## config.mk

```make
export PLATFORM = sky130hd
export DESIGN_NAME = ps2_host_flat
export DESIGN_NICKNAME = d
export VERILOG_FILES = /design/src/rtl/ps2_host_if.sv /design/src/rtl/ps2_host.sv /design/src/flat_wrapper.sv
export SDC_FILE = /design/constraint.sdc
export NUM_CORES = 1
export LEC_CHECK = 0
export CORE_UTILIZATION = 58
export CTS_CLUSTER_SIZE = 12
export DETAILED_ROUTE_END_ITERATION = 7
export PLACE_DENSITY_LB_ADDON = 0.05
export SLEW_MARGIN = 20
export SYNTH_ARGS = -nofsm -noshare
export SYNTH_HDL_FRONTEND = slang
export SYNTH_SLANG_ARGS = --single-unit
export TNS_END_PERCENT = 1
```

## constraint.sdc

```tcl
create_clock -name clk -period 3.4 [get_ports clk]
set_input_delay 0.51 -clock clk [delete_from_list [all_inputs] [get_ports clk]]
set_output_delay 0.51 -clock clk [all_outputs]
set_load 0.01 [all_outputs]
```

## src/rtl/ps2_host_if.sv

```systemverilog
// Host-side byte streams of the PS/2 host: command bytes out, received bytes in.
// The master modport is the system side; the slave modport is ps2_host itself.
interface ps2_host_if;
   logic       tx_valid;
   logic [7:0] tx_data;
   logic       tx_ready;
   logic       tx_done;
   logic       tx_error;
   logic       rx_valid;
   logic [7:0] rx_data;
   logic       rx_ready;
   logic       rx_error;
   logic       rx_overflow;

   modport master (
      output tx_valid, tx_data, rx_ready,
      input  tx_ready, tx_done, tx_error, rx_valid, rx_data, rx_error, rx_overflow
   );

   modport slave (
      input  tx_valid, tx_data, rx_ready,
      output tx_ready, tx_done, tx_error, rx_valid, rx_data, rx_error, rx_overflow
   );
endinterface

```

## src/rtl/ps2_host.sv

```systemverilog
// PS/2 host: filtered clock, 11-bit frame receiver with FIFO, and the
// inhibit/request-to-send transmitter with device acknowledge and frame timeout.
//
// state        | meaning
// S_IDLE       | lines released, waiting for a device fall or a host byte
// S_RX         | shifting in start, D0-D7, parity, stop on device falls
// S_TX_INHIBIT | clock held low to abort device activity
// S_TX_REQ     | data pulled low (start bit) while clock still held
// S_TX_DATA    | clock released, data/parity/stop driven on device falls
// S_TX_ACK     | waiting for the device acknowledge fall
// S_TX_END     | waiting for the clock to return high before reporting
module ps2_host #(
   parameter int CLK_HZ     = 12000000,
   parameter int FIFO_DEPTH = 4,
   parameter int FILTER_LEN = 5,
   parameter int TIMEOUT_US = 2000
) (
   input  logic     clk,
   input  logic     reset,
   input  logic     i_ps2_clk_in,
   input  logic     i_ps2_data_in,
   output logic     o_ps2_clk_oe,
   output logic     o_ps2_data_oe,
   ps2_host_if.slave bus
);
   localparam int     INH_CYC = CLK_HZ / 10000;
   localparam int     REQ_CYC = CLK_HZ / 50000;
   localparam longint TO_L    = longint'(TIMEOUT_US) * longint'(CLK_HZ) / 64'd1000000;
   localparam int     TO_CYC  = int'(TO_L);
   localparam int     TOW     = $clog2(TO_CYC + 1);
   localparam int     TW      = $clog2(INH_CYC + 1);
   localparam int     FW      = $clog2(FILTER_LEN + 1);
   localparam int     AW      = $clog2(FIFO_DEPTH);

   typedef enum logic [2:0] {
      S_IDLE, S_RX, S_TX_INHIBIT, S_TX_REQ, S_TX_DATA, S_TX_ACK, S_TX_END
   } state_t;

   state_t          r_state, w_next;
   logic            r_clk_s1, r_clk_s2, r_dat_s1, r_dat_s2;
   logic            r_filt, r_filt_q;
   logic [FW-1:0]   r_filt_cnt;
   logic [TW-1:0]   r_tmr;
   logic [TOW-1:0]  r_to_cnt;
   logic [3:0]      r_bit_cnt;
   logic [10:0]     r_rx_sr;
   logic [7:0]      r_tx_byte;
   logic            r_tx_par, r_tx_oe, r_ack;
   logic            r_tx_done, r_tx_err, r_rx_err, r_rx_ovf;
   logic [7:0]      r_mem [FIFO_DEPTH];
   logic [AW:0]     r_wr, r_rd;

   logic w_fall, w_tx_ready, w_accept, w_timed, w_timeout, w_rx_done, w_frame_ok;
   logic w_tx_bit, w_empty, w_full, w_pop, w_push;

   assign w_fall     = r_filt_q & ~r_filt;
   assign w_accept   = w_tx_ready & bus.tx_valid;
   assign w_timed    = (r_state == S_RX) || (r_state == S_TX_DATA) || (r_state == S_TX_ACK);
   assign w_timeout  = w_timed && !w_fall && (r_to_cnt == TOW'(TO_CYC - 1));
   assign w_rx_done  = (r_state == S_RX) && (r_bit_cnt == 4'd11);
   assign w_frame_ok = !r_rx_sr[0] && r_rx_sr[10] && (^r_rx_sr[9:1]);
   assign w_tx_bit   = (r_bit_cnt < 4'd8)  ? r_tx_byte[r_bit_cnt[2:0]] :
                       (r_bit_cnt == 4'd8) ? r_tx_par : 1'b1;

   // Clock needs FILTER_LEN consecutive disagreeing samples before it moves.
   always_ff @(posedge clk) begin
      if (reset) begin
         r_clk_s1   <= 1'b1;
         r_clk_s2   <= 1'b1;
         r_dat_s1   <= 1'b1;
         r_dat_s2   <= 1'b1;
         r_filt     <= 1'b1;
         r_filt_q   <= 1'b1;
         r_filt_cnt <= '0;
      end else begin
         r_clk_s1 <= i_ps2_clk_in;
         r_clk_s2 <= r_clk_s1;
         r_dat_s1 <= i_ps2_data_in;
         r_dat_s2 <= r_dat_s1;
         r_filt_q <= r_filt;
         if (r_clk_s2 == r_filt) begin
            r_filt_cnt <= '0;
         end else if (r_filt_cnt == FW'(FILTER_LEN - 1)) begin
            r_filt     <= r_clk_s2;
            r_filt_cnt <= '0;
         end else begin
            r_filt_cnt <= r_filt_cnt + FW'(1);
         end
      end
   end

   always_ff @(posedge clk) begin
      if (reset) r_state <= S_IDLE;
      else       r_state <= w_next;
   end

   always_comb begin
      w_next = r_state;
      case (r_state)
         S_IDLE:       if (w_fall) w_next = S_RX;
                       else if (w_accept) w_next = S_TX_INHIBIT;
         S_RX:         if (w_rx_done || w_timeout) w_next = S_IDLE;
         S_TX_INHIBIT: if (r_tmr == '0) w_next = S_TX_REQ;
         S_TX_REQ:     if (r_tmr == '0) w_next = S_TX_DATA;
         S_TX_DATA:    if (w_timeout) w_next = S_IDLE;
                       else if (w_fall && r_bit_cnt == 4'd9) w_next = S_TX_ACK;
         S_TX_ACK:     if (w_timeout) w_next = S_IDLE;
                       else if (w_fall) w_next = S_TX_END;
         S_TX_END:     if (r_filt) w_next = S_IDLE;
         default:      w_next = S_IDLE;
      endcase
   end

   always_comb begin
      o_ps2_clk_oe  = (r_state == S_TX_INHIBIT) || (r_state == S_TX_REQ);
      o_ps2_data_oe = (r_state == S_TX_REQ) ||
                      (((r_state == S_TX_DATA) || (r_state == S_TX_ACK)) && r_tx_oe);
      w_tx_ready    = (r_state == S_IDLE) && r_filt && !w_fall && !reset;
   end

   always_ff @(posedge clk) begin
      if (reset) begin
         r_tmr     <= '0;
         r_to_cnt  <= '0;
         r_bit_cnt <= '0;
         r_rx_sr   <= '0;
         r_tx_byte <= '0;
         r_tx_par  <= 1'b0;
         r_tx_oe   <= 1'b0;
         r_ack     <= 1'b0;
         r_tx_done <= 1'b0;
         r_tx_err  <= 1'b0;
         r_rx_err  <= 1'b0;
      end else begin
         r_tx_done <= 1'b0;
         r_tx_err  <= 1'b0;
         r_rx_err  <= 1'b0;
         r_to_cnt  <= (!w_timed || w_fall) ? '0 : r_to_cnt + TOW'(1);

         if (w_accept && !w_fall) begin
            r_tmr     <= TW'(INH_CYC - 1);
            r_tx_byte <= bus.tx_data;
            r_tx_par  <= ~^bus.tx_data;
            r_tx_oe   <= 1'b1;
            r_bit_cnt <= '0;
         end else if (r_state == S_TX_INHIBIT) begin
            r_tmr <= (r_tmr == '0) ? TW'(REQ_CYC - 1) : r_tmr - TW'(1);
         end else if (r_state == S_TX_REQ && r_tmr != '0) begin
            r_tmr <= r_tmr - TW'(1);
         end

         if ((r_state == S_IDLE || r_state == S_RX) && w_fall) begin
            r_rx_sr   <= {r_dat_s2, r_rx_sr[10:1]};
            r_bit_cnt <= (r_state == S_IDLE) ? 4'd1 : r_bit_cnt + 4'd1;
         end
         if (w_rx_done && !w_frame_ok) r_rx_err <= 1'b1;

         if (r_state == S_TX_DATA && w_fall) begin
            r_tx_oe   <= ~w_tx_bit;
            r_bit_cnt <= r_bit_cnt + 4'd1;
         end
         if (r_state == S_TX_ACK && w_fall) r_ack <= ~r_dat_s2;
         if (r_state == S_TX_END && r_filt) begin
            r_tx_done <= r_ack;
            r_tx_err  <= ~r_ack;
         end

         if (w_timeout) begin
            r_rx_err <= (r_state == S_RX);
            r_tx_err <= (r_state != S_RX);
         end
      end
   end

   assign w_empty = (r_wr == r_rd);
   assign w_full  = (r_wr[AW] != r_rd[AW]) && (r_wr[AW-1:0] == r_rd[AW-1:0]);
   assign w_pop   = !w_empty && bus.rx_ready;
   // A pop in the same cycle frees the slot, so a full FIFO still takes the byte.
   assign w_push  = w_rx_done && w_frame_ok && (!w_full || w_pop);

   always_ff @(posedge clk) begin
      if (w_push) r_mem[r_wr[AW-1:0]] <= r_rx_sr[8:1];
   end

   always_ff @(posedge clk) begin
      if (reset) begin
         r_wr     <= '0;
         r_rd     <= '0;
         r_rx_ovf <= 1'b0;
      end else begin
         r_rx_ovf <= w_rx_done && w_frame_ok && w_full && !w_pop;
         if (w_push) r_wr <= r_wr + (AW+1)'(1);
         if (w_pop)  r_rd <= r_rd + (AW+1)'(1);
      end
   end

   assign bus.tx_ready    = w_tx_ready;
   assign bus.tx_done     = r_tx_done;
   assign bus.tx_error    = r_tx_err;
   assign bus.rx_valid    = !w_empty;
   assign bus.rx_data     = w_empty ? 8'h00 : r_mem[r_rd[AW-1:0]];
   assign bus.rx_error    = r_rx_err;
   assign bus.rx_overflow = r_rx_ovf;
endmodule

```

## src/flat_wrapper.sv

```systemverilog
// flat-port wrapper written by rule: the top's interface ports become plain ports
module ps2_host_flat 
#(
   parameter int CLK_HZ     = 12000000,
   parameter int FIFO_DEPTH = 4,
   parameter int FILTER_LEN = 5,
   parameter int TIMEOUT_US = 2000
)
  (clk, reset, i_ps2_clk_in, i_ps2_data_in, o_ps2_clk_oe, o_ps2_data_oe, bus_tx_valid, bus_tx_data, bus_rx_ready, bus_tx_ready, bus_tx_done, bus_tx_error, bus_rx_valid, bus_rx_data, bus_rx_error, bus_rx_overflow);
  ps2_host_if bus_i ();
  input  logic clk;
  input  logic reset;
  input  logic i_ps2_clk_in;
  input  logic i_ps2_data_in;
  output logic o_ps2_clk_oe;
  output logic o_ps2_data_oe;
  input wire logic [$bits(bus_i.tx_valid)-1:0] bus_tx_valid;
  input wire logic [$bits(bus_i.tx_data)-1:0] bus_tx_data;
  input wire logic [$bits(bus_i.rx_ready)-1:0] bus_rx_ready;
  output wire logic [$bits(bus_i.tx_ready)-1:0] bus_tx_ready;
  output wire logic [$bits(bus_i.tx_done)-1:0] bus_tx_done;
  output wire logic [$bits(bus_i.tx_error)-1:0] bus_tx_error;
  output wire logic [$bits(bus_i.rx_valid)-1:0] bus_rx_valid;
  output wire logic [$bits(bus_i.rx_data)-1:0] bus_rx_data;
  output wire logic [$bits(bus_i.rx_error)-1:0] bus_rx_error;
  output wire logic [$bits(bus_i.rx_overflow)-1:0] bus_rx_overflow;
  assign bus_i.tx_valid = bus_tx_valid;
  assign bus_i.tx_data = bus_tx_data;
  assign bus_i.rx_ready = bus_rx_ready;
  assign bus_tx_ready = bus_i.tx_ready;
  assign bus_tx_done = bus_i.tx_done;
  assign bus_tx_error = bus_i.tx_error;
  assign bus_rx_valid = bus_i.rx_valid;
  assign bus_rx_data = bus_i.rx_data;
  assign bus_rx_error = bus_i.rx_error;
  assign bus_rx_overflow = bus_i.rx_overflow;
  ps2_host #(.CLK_HZ(CLK_HZ), .FIFO_DEPTH(FIFO_DEPTH), .FILTER_LEN(FILTER_LEN), .TIMEOUT_US(TIMEOUT_US)) u_core (.clk(clk), .reset(reset), .i_ps2_clk_in(i_ps2_clk_in), .i_ps2_data_in(i_ps2_data_in), .o_ps2_clk_oe(o_ps2_clk_oe), .o_ps2_data_oe(o_ps2_data_oe), .bus(bus_i));
endmodule
```

Yosys cells after proc, flatten, opt, wreduce, memory -nomap -nowiden:

Memories as Yosys holds them, arrays and structs flattened. A register that Yosys moved wholly into a read port is not among the register bits.
Cells that the tools add are included.

* muxes and demuxes: 34
* magnitude comparators: 2
* bitwise operators: 8
* $add $sub $neg: 6
* reduce and logical (&&, ||, !) cells: 55
* equality and inequality tests: 23

Operators by type and width (number)
* $mux W11: 4
* $mux W3: 10
* $logic_and A1 B1 Y1: 23
* $pmux W3 S7: 1
* $mux W4: 4
* $add A15 B1 Y15 const B: 1
* $eq A15 B15 Y1 const B: 1
* $eq A3 B3 Y1 const B: 4
* $eq A4 B4 Y1 const B: 3
* $ne A3 B1 Y1 const B: 4
* $logic_not A11 Y1: 1
* $mux W1: 11
* $reduce_bool A11 Y1: 1
* $sub A11 B1 Y11 const B: 1
* $add A3 B1 Y3 const B: 3
* $logic_or A1 B1 Y1: 9
* $reduce_xor A9 Y1: 1
* $logic_not A1 Y1: 8
* $mux W8: 1
* $ne A2 B1 Y1 const B: 4
* $reduce_xnor A8 Y1: 1
* $reduce_and A7 Y1: 1
* $eq A3 B2 Y1 const B: 2
* $not A1 Y1: 6
* other kinds (17): 23

* register bits after elaboration: 74
* memories kept: 1
* memory bits (writable): 32
* input port bits: 14
* output and inout bits: 16
* logic and storage cells: 152

Memory list
* u_core.r_mem: words 4, width 8, read ports 1, clocked after memory_dff 1, write ports 1, line ps2_host.sv:50 `logic [7:0] r_mem [FIFO_DEPTH];`

Longest topological paths before layout:

Gate-level depths: netlist of the first run.

* depth after elaboration: 10
* gate-level depth with buffers: 8
* mapped depth without buffers: 8

Least setup slack after synthesis of the first run:

Ideal clock, no wire load.

* path kind: register to register
* start: reg u_core.r_rx_sr[3]
* end: mem u_core.r_mem[1][0], enable pin
* stages on the path, launching flop included: 7
* path buffers: 1
* required time: 3.068 ns
* data arrival time: 1.785 ns
* setup time: 0.332 ns
* setup slack: 1.283 ns
* clock period less this slack: 2.117 ns
* path through: dfxtp_1 > xnor2_1 > xnor3_1 > xnor2_1 > and3_1 > clkbuf_1 > and2_1

* cells in the longest elaborated chain, start to end: 6

Ends and longest elaborated chain
* from (decl): line ps2_host.sv:46 `logic [10:0] r_rx_sr;`
* from (signal assigned): line ps2_host.sv:153 `r_rx_sr <= {r_dat_s2, r_rx_sr[10:1]};`
* $reduce_xor A9 Y1: line ps2_host.sv:61 `assign w_frame_ok = !r_rx_sr[0] && r_rx_sr[10] && (^r_rx_sr[9:1]);`
* $logic_and A1 B1 Y1: line ps2_host.sv:61
* $logic_and A1 B1 Y1 (2 in series): line ps2_host.sv:179 `assign w_push = w_rx_done && w_frame_ok && (!w_full || w_pop);`
* $mux W1: line ps2_host.sv:182 `if (w_push) r_mem[r_wr[AW-1:0]] <= r_rx_sr[8:1];`
* $mux W1 (not written as such): line ps2_host.sv:182
* to (decl): line ps2_host.sv:50

Every way passes these cells.

==> results of run 1 <==
-- power groups by stage --
stage	clock, mW	sequential (mW)	combinational (mW)
6_report	0.725	1.48	0.557
5_1_grt	0.802	1.49	0.627
4_1_cts	0.750	1.47	0.551
3_5_place_dp	0	1.50	0.548
3_3_place_gp	0	1.50	0.537
2_1_floorplan	0	1.47	0.446
-- logic make-up after synthesis --
logic type / synth area share, %
and+or+nand+nor: 20.73
DFF: 51.61
AOI/OAI and AO/OA: 8.819
xor gates and xnor gates: 7.206
buffers and inverters: 2.679
adders and majority gates: 3.642
muxes: 5.307
-- worst paths after layout --
check,start,end,cells after the start
worst min register to register,u_core.r_dat_s1,u_core.r_dat_s2,1
worst max-delay path,register,bus_rx_data[6],3
worst max register to register,u_core.r_tmr[0],u_core.r_tmr[3],8
worst min-delay path,u_core.r_dat_s1,u_core.r_dat_s2,1
-- per-stage QoR --
step / area (µm²) / util (%)
after floorplan: 4810 / -
after global placement: 5154 / 65.34
after detailed placement: 5154 / 65.34
after CTS: 5336 / 67.66
after global routing: 5336 / 67.66
final: 5336 / 67.66
-- sequential cells by signal, summed over array words and instances, names as in the netlist, 3 cells and up, named ones only --
name and cells:
u_core.r_tx_byte 8, u_core.r_tmr 11, u_core.r_rx_sr 11, u_core.r_bit_cnt 4, u_core.r_state 3, u_core.r_wr 3
u_core.r_to_cnt 15, u_core.r_mem 32, u_core.r_filt_cnt 3, u_core.r_rd 3
-- worst max-delay path: stages (launching register included) --
cell and delay (ns):
dfxtp_1 0.65, mux4_2 0.58, and2_1 0.17, clkdlybuf4s50_1 0.47
-- cells in the mapped netlist (all sizes together) (7+ instances only) --
master,number
a21oi,40
and2,14
clkbuf,17
dfxtp,76
edfxtp,32
ha,14
inv,14
mux4,10
nand2,61
nand3,12
nor2,46
nor3,15
o21ai,11
or3,7
xnor2,22
xor2,15
-- area by class of cell --
class	count	area, µm²
fillers	621	2551
clock inverters	6	45.04
multi-input cells	334	2198
flip-flops and latches	108	2482
repair buffers	30	292.8
inverters	14	52.55
clock buffers	10	137.6
well taps	102	127.6
-- layer usage --
| layer | global-route usage, % | part of all wire [%] | vias to the layer above |
|---|---|---|---|
| li1 | - | - | 1699 |
| met5 | 0 | 0 | - |
| met2 | 37.07 | 49 | 57 |
| met3 | 4.878 | 3.4 | 15 |
| met1 | 27.41 | 46 | 1602 |
| met4 | 7.564 | 1.8 | 0 |
==> out/metrics.cfg, run 1 <==
[status]
status=finished, final reports clean

[die]
core_um2=7888
die_y_um=93.06
fp.dieW_um=93.06
die_area_um2=8660
ios=30
start_util_pct=60.98
row_count=32

[logic_synthesis]
synthesis.nets=503
synth.area.top_cells=dfxtp_1, edfxtp_1, nand2_1, mux4_2, a21oi_1
synth_area_um2=4810
yosysUniqueCellTypes=53
avgSynthCellArea_um2=10.13
async_flop_share_pct=0
synth-main-ff-cell=dfxtp_1
ys_seq_area_share_pct=51.61
synth_top_area_share_pct=31.63
synth_seq_cells=108
yosysWarningCount=0
yosysTopAreaCell=dfxtp_1
synth_edf_count=32
syn_inst=475

[place]
io_buffer_count=29
dp_worst_setup_slack_ns=0.8900
post-place-cells=588
gp_congestion=0.8547
hpwl_um=5983

[timing]
hold_viol=0
slew_violations=0
fin_hold_ws_ns=0.4171
fin_crit_ns=2.749
worst_slack_ns=0.6512
rsz0062_at_grt=false
setup_violations=0
fin_crit_sh_pct=80.85
max_slew.worst_pin.slew_ns=0.6128
slew_headroom_pct=58.77
fmax_ghz=0.3638
fin_tns_setup_ns=0
finalClockSkew_ns=0.009972

[global_route]
grtUsageTotal_pct=21.82
grt_max_degree=60
gr-total-overflow=0
first_global_vias=3199
grt_pass1_wl_um=14770
antenna_found_initial=0

[route]
dr_total_vias=3373
drc_errors=0
ant_nets=0
routedWlPerCell_um=14.12
drt_wl_total_um=8527
drtPass1Iterations=4
post_drt_via_cell_ratio=5.584
drt_iter0_drc=112

[cells_and_area]
num_antenna_cells=0
syn_to_final_growth_pct=10.95
final_cells=604
fin_nets=525
drive_above_1_share_pct=8.964
final_common_cell=dfxtp_1
final_cell_mix=dfxtp_1, nand2_1, nor2_1

[clocking]
ctsHoldBuffers=0
cts_buffers=9
post_cts_buffers=0
cts.sinks=108
htree_num_levels=3
cts_root_buffer=clkbuf_8
clk_latency_ns=0.37
cts_tree=done
cts.path.max_buffers=2
clkSlewWorstSetupHoldPaths_ns=0.10
cts_resized=0

[setup_path]
crit_path_max_fanout=8
critPathKind=register to output pin
arrival_ns=2.24
worst_setup_path_start_kind=register
end_kind=output pin
required_ns=2.89
reg2reg_slack_ns=1.00

[power_and_ir_drop]
cell_internal_pwr_mw=1.918
comb_power_share_pct=20.2
seq_power_share_pct=53.5
power.clock.fraction_pct=26.3
p_sw_mw=0.8385
vdd_drop_max_mv=0.3774
p_sw_share_pct=30.42
leakage_nw=1.851
power_density_nw_per_um2=516.6
p_total_mw=2.757

[job]
maxCapViolCount=0

[hold_path]
hp-class=register to register

Power figures use the tool's default switching activity.
==> run 2, diff against run 1 <==
--- a/config.mk
+++ b/config.mk
@@ -5,7 +5,7 @@
 export SDC_FILE = /design/constraint.sdc
 export NUM_CORES = 1
 export LEC_CHECK = 0
-export CORE_UTILIZATION = 58
+export CORE_UTILIZATION = 53
 export CTS_CLUSTER_SIZE = 12
 export DETAILED_ROUTE_END_ITERATION = 7
 export PLACE_DENSITY_LB_ADDON = 0.05
==> constraint.sdc (replaced) <==
create_clock -name clk -period 2.4 [get_ports clk]
set_input_delay 0.36 -clock clk [delete_from_list [all_inputs] [get_ports clk]]
set_output_delay 0.36 -clock clk [all_outputs]
set_load 0.01 [all_outputs]
==> run 2 against run 1 <==
First-iteration DRC count decreased by 16%. Count of clock-buffer cells in the layout decreased by 1. Worst hold slack worse by 0.14 ns. Global-route usage decreased by 2.1 points. Power rose by 44%. Largest cell class unchanged. Routed wire length up 2.4%. Combinational power rose by 51%. Design area grew 2.4%. Critical path depth is the same. Die area up 9.2%. Sequential share of layout area shrank 1.0 points. Cell count rose by 3.0%.
==> out/metrics.cfg, run 2 (synthesis results as in run 1) <==
[status]
status=finished, final reports clean

[die]
fp.dieW_um=97.26
ios=30
row_count=34
die_area_um2=9460
die_y_um=97.26
start_util_pct=54.88
core_um2=8763

[route]
drc_errors=0
ant_nets=0
routedWlPerCell_um=14.04
drtPass1Iterations=5
post_drt_via_cell_ratio=5.424
drt_iter0_drc=94
drt_wl_total_um=8735
dr_total_vias=3374

[setup_path]
required_ns=2.04
end_kind=output pin
critical_path.top_delay_family=buffers and inverters
crit_buf_inv=1
crit_path_max_fanout=9
worst_setup_path_start_kind=register
crit_chain=nor2b_2, nor2b_1, clkdlybuf4s50_1
cpPeakStageDelay_ns=0.55
critPathSlowestCell=clkdlybuf4s50_1
critPathKind=register to output pin
arrival_ns=1.89

[power_and_ir_drop]
cell_internal_pwr_mw=2.744
p_sw_share_pct=30.84
comb_power_share_pct=21.2
power_density_nw_per_um2=726.2
vdd_drop_max_mv=0.6264
p_sw_mw=1.224
leakage_nw=1.984
p_total_mw=3.968
seq_power_share_pct=52.6
power.clock.fraction_pct=26.2

[timing]
rsz0062_at_grt=true
fin_hold_ws_ns=0.2797
finalClockSkew_ns=0.01539
fmax_ghz=0.4444
slew_violations=0
fin_crit_sh_pct=93.75
setup_violations=0
hold_viol=0
fin_crit_ns=2.250
max_slew.worst_pin.slew_ns=0.5894
slew_headroom_pct=60.70

[clocking]
ctsHoldBuffers=0
cts_buffers=9
clk_latency_ns=0.37
htree_num_levels=3
clkSlewWorstSetupHoldPaths_ns=0.10
cts.path.max_buffers=2
cts.sinks=108
cts_tree=done
cts_root_buffer=clkbuf_8

[global_route]
grt_pass1_wl_um=15160
first_global_vias=3222
grt_max_degree=60
gr-total-overflow=0
grtUsageTotal_pct=19.75
antenna_found_initial=0

[cells_and_area]
fin_nets=537
largest_reg_flops=32
syn_to_final_growth_pct=13.61
drive_above_1_share_pct=13.04
final_cell_mix=dfxtp_1, nand2_1, nor2_1
num_antenna_cells=0
final_common_cell=dfxtp_1

[place]
gp_congestion=0.8122
hpwl_um=6114
io_buffer_count=29

[job]
maxCapViolCount=0

[hold_path]
hp-class=input port to register

==> run 2: cell count changes in the layout (fill, tap and decap cells not counted), sizes merged <==
cell / previous run / this run
buf: 2 / 14
clkdlybuf4s50: 28 / 20
dlygate4sd2: 0 / 5
clkinvlp: 0 / 3
dlymetal6s2s: 0 / 3
clkinv: 3 / 1
clkbuf: 10 / 9
==> run 2: stage by stage <==
| stage | cell area, µm² | setup TNS (ns) | instances | worst slack (ns) | util (%) |
|---|---|---|---|---|---|
| 6_report | 5464 | 0 | 622 | 0.1499 | 62.35 |
| 4_1_cts | 5434 | 0 | 622 | 0.003196 | 62.01 |
| 5_1_grt | 5464 | -0.003393 | 622 | -0.003393 | 62.35 |
| 3_3_place_gp | 5251 | 0 | 606 | 0.1557 | 59.92 |
| 2_1_floorplan | 4810 | 0 | 475 | 0.2830 | - |
| 3_5_place_dp | 5251 | 0 | 606 | 0.04793 | 59.92 |
==> run 2: final cells by class <==
type	instances	area (µm²)
clock buffer	9	123.9
sequential	108	2486
fill	762	3299
multi-input combinational	334	2220
timing repair buffer	42	387.9
tap	108	135.1
clock inverter	7	58.81
inverter	14	52.55
==> run 2: power groups by stage <==
stage               Clock (mW)  Sequential (mW)  Combinational, mW
global route              1.14             2.11              0.944
global placement             0             2.12              0.811
finish                    1.04             2.09              0.839
detailed placement           0             2.13              0.830
CTS                       1.07             2.08              0.835
floorplan                    0             2.08              0.631
==> run 2: worst paths after layout <==
path / start / cells after the start / endpoint / slack [ns]
worst max-delay path: u_core.r_filt / 3 / bus_tx_ready / 0.15
worst min-delay path: reset / 4 / u_core.bus.tx_done / 0.28
worst max register to register: u_core.r_rx_sr[3] / 5 / u_core.r_mem[0][6] / 0.17
worst min register to register: u_core.r_dat_s1 / 1 / u_core.r_dat_s2 / 0.42
==> run 2: timing repair <==
action,in CTS,in global routing
resized for setup,7,12
pin swaps,0,0
gates cloned,0,0
buffers inserted,0,0
setup endpoints to repair,8,29
==> run 2: worst reg2reg max path, delay by kind of cell, from the launching register on <==
| kind | cells | cell delay, ns |
|---|---|---|
| xor gates and xnor gates | 3 | 0.84 |
| DFF | 1 | 0.47 |
| and+or+nand+nor | 2 | 0.61 |
==> run 2: routing by layer <==
layer	up-vias	track usage (%)	routed length (µm)	share of wire, %
met5	-	0	0	0
met2	58	32.94	4299	49
li1	1723	-	-	-
met3	6	3.022	307	3.5
met4	0	7.240	90	1.0
met1	1587	26.18	4038	46
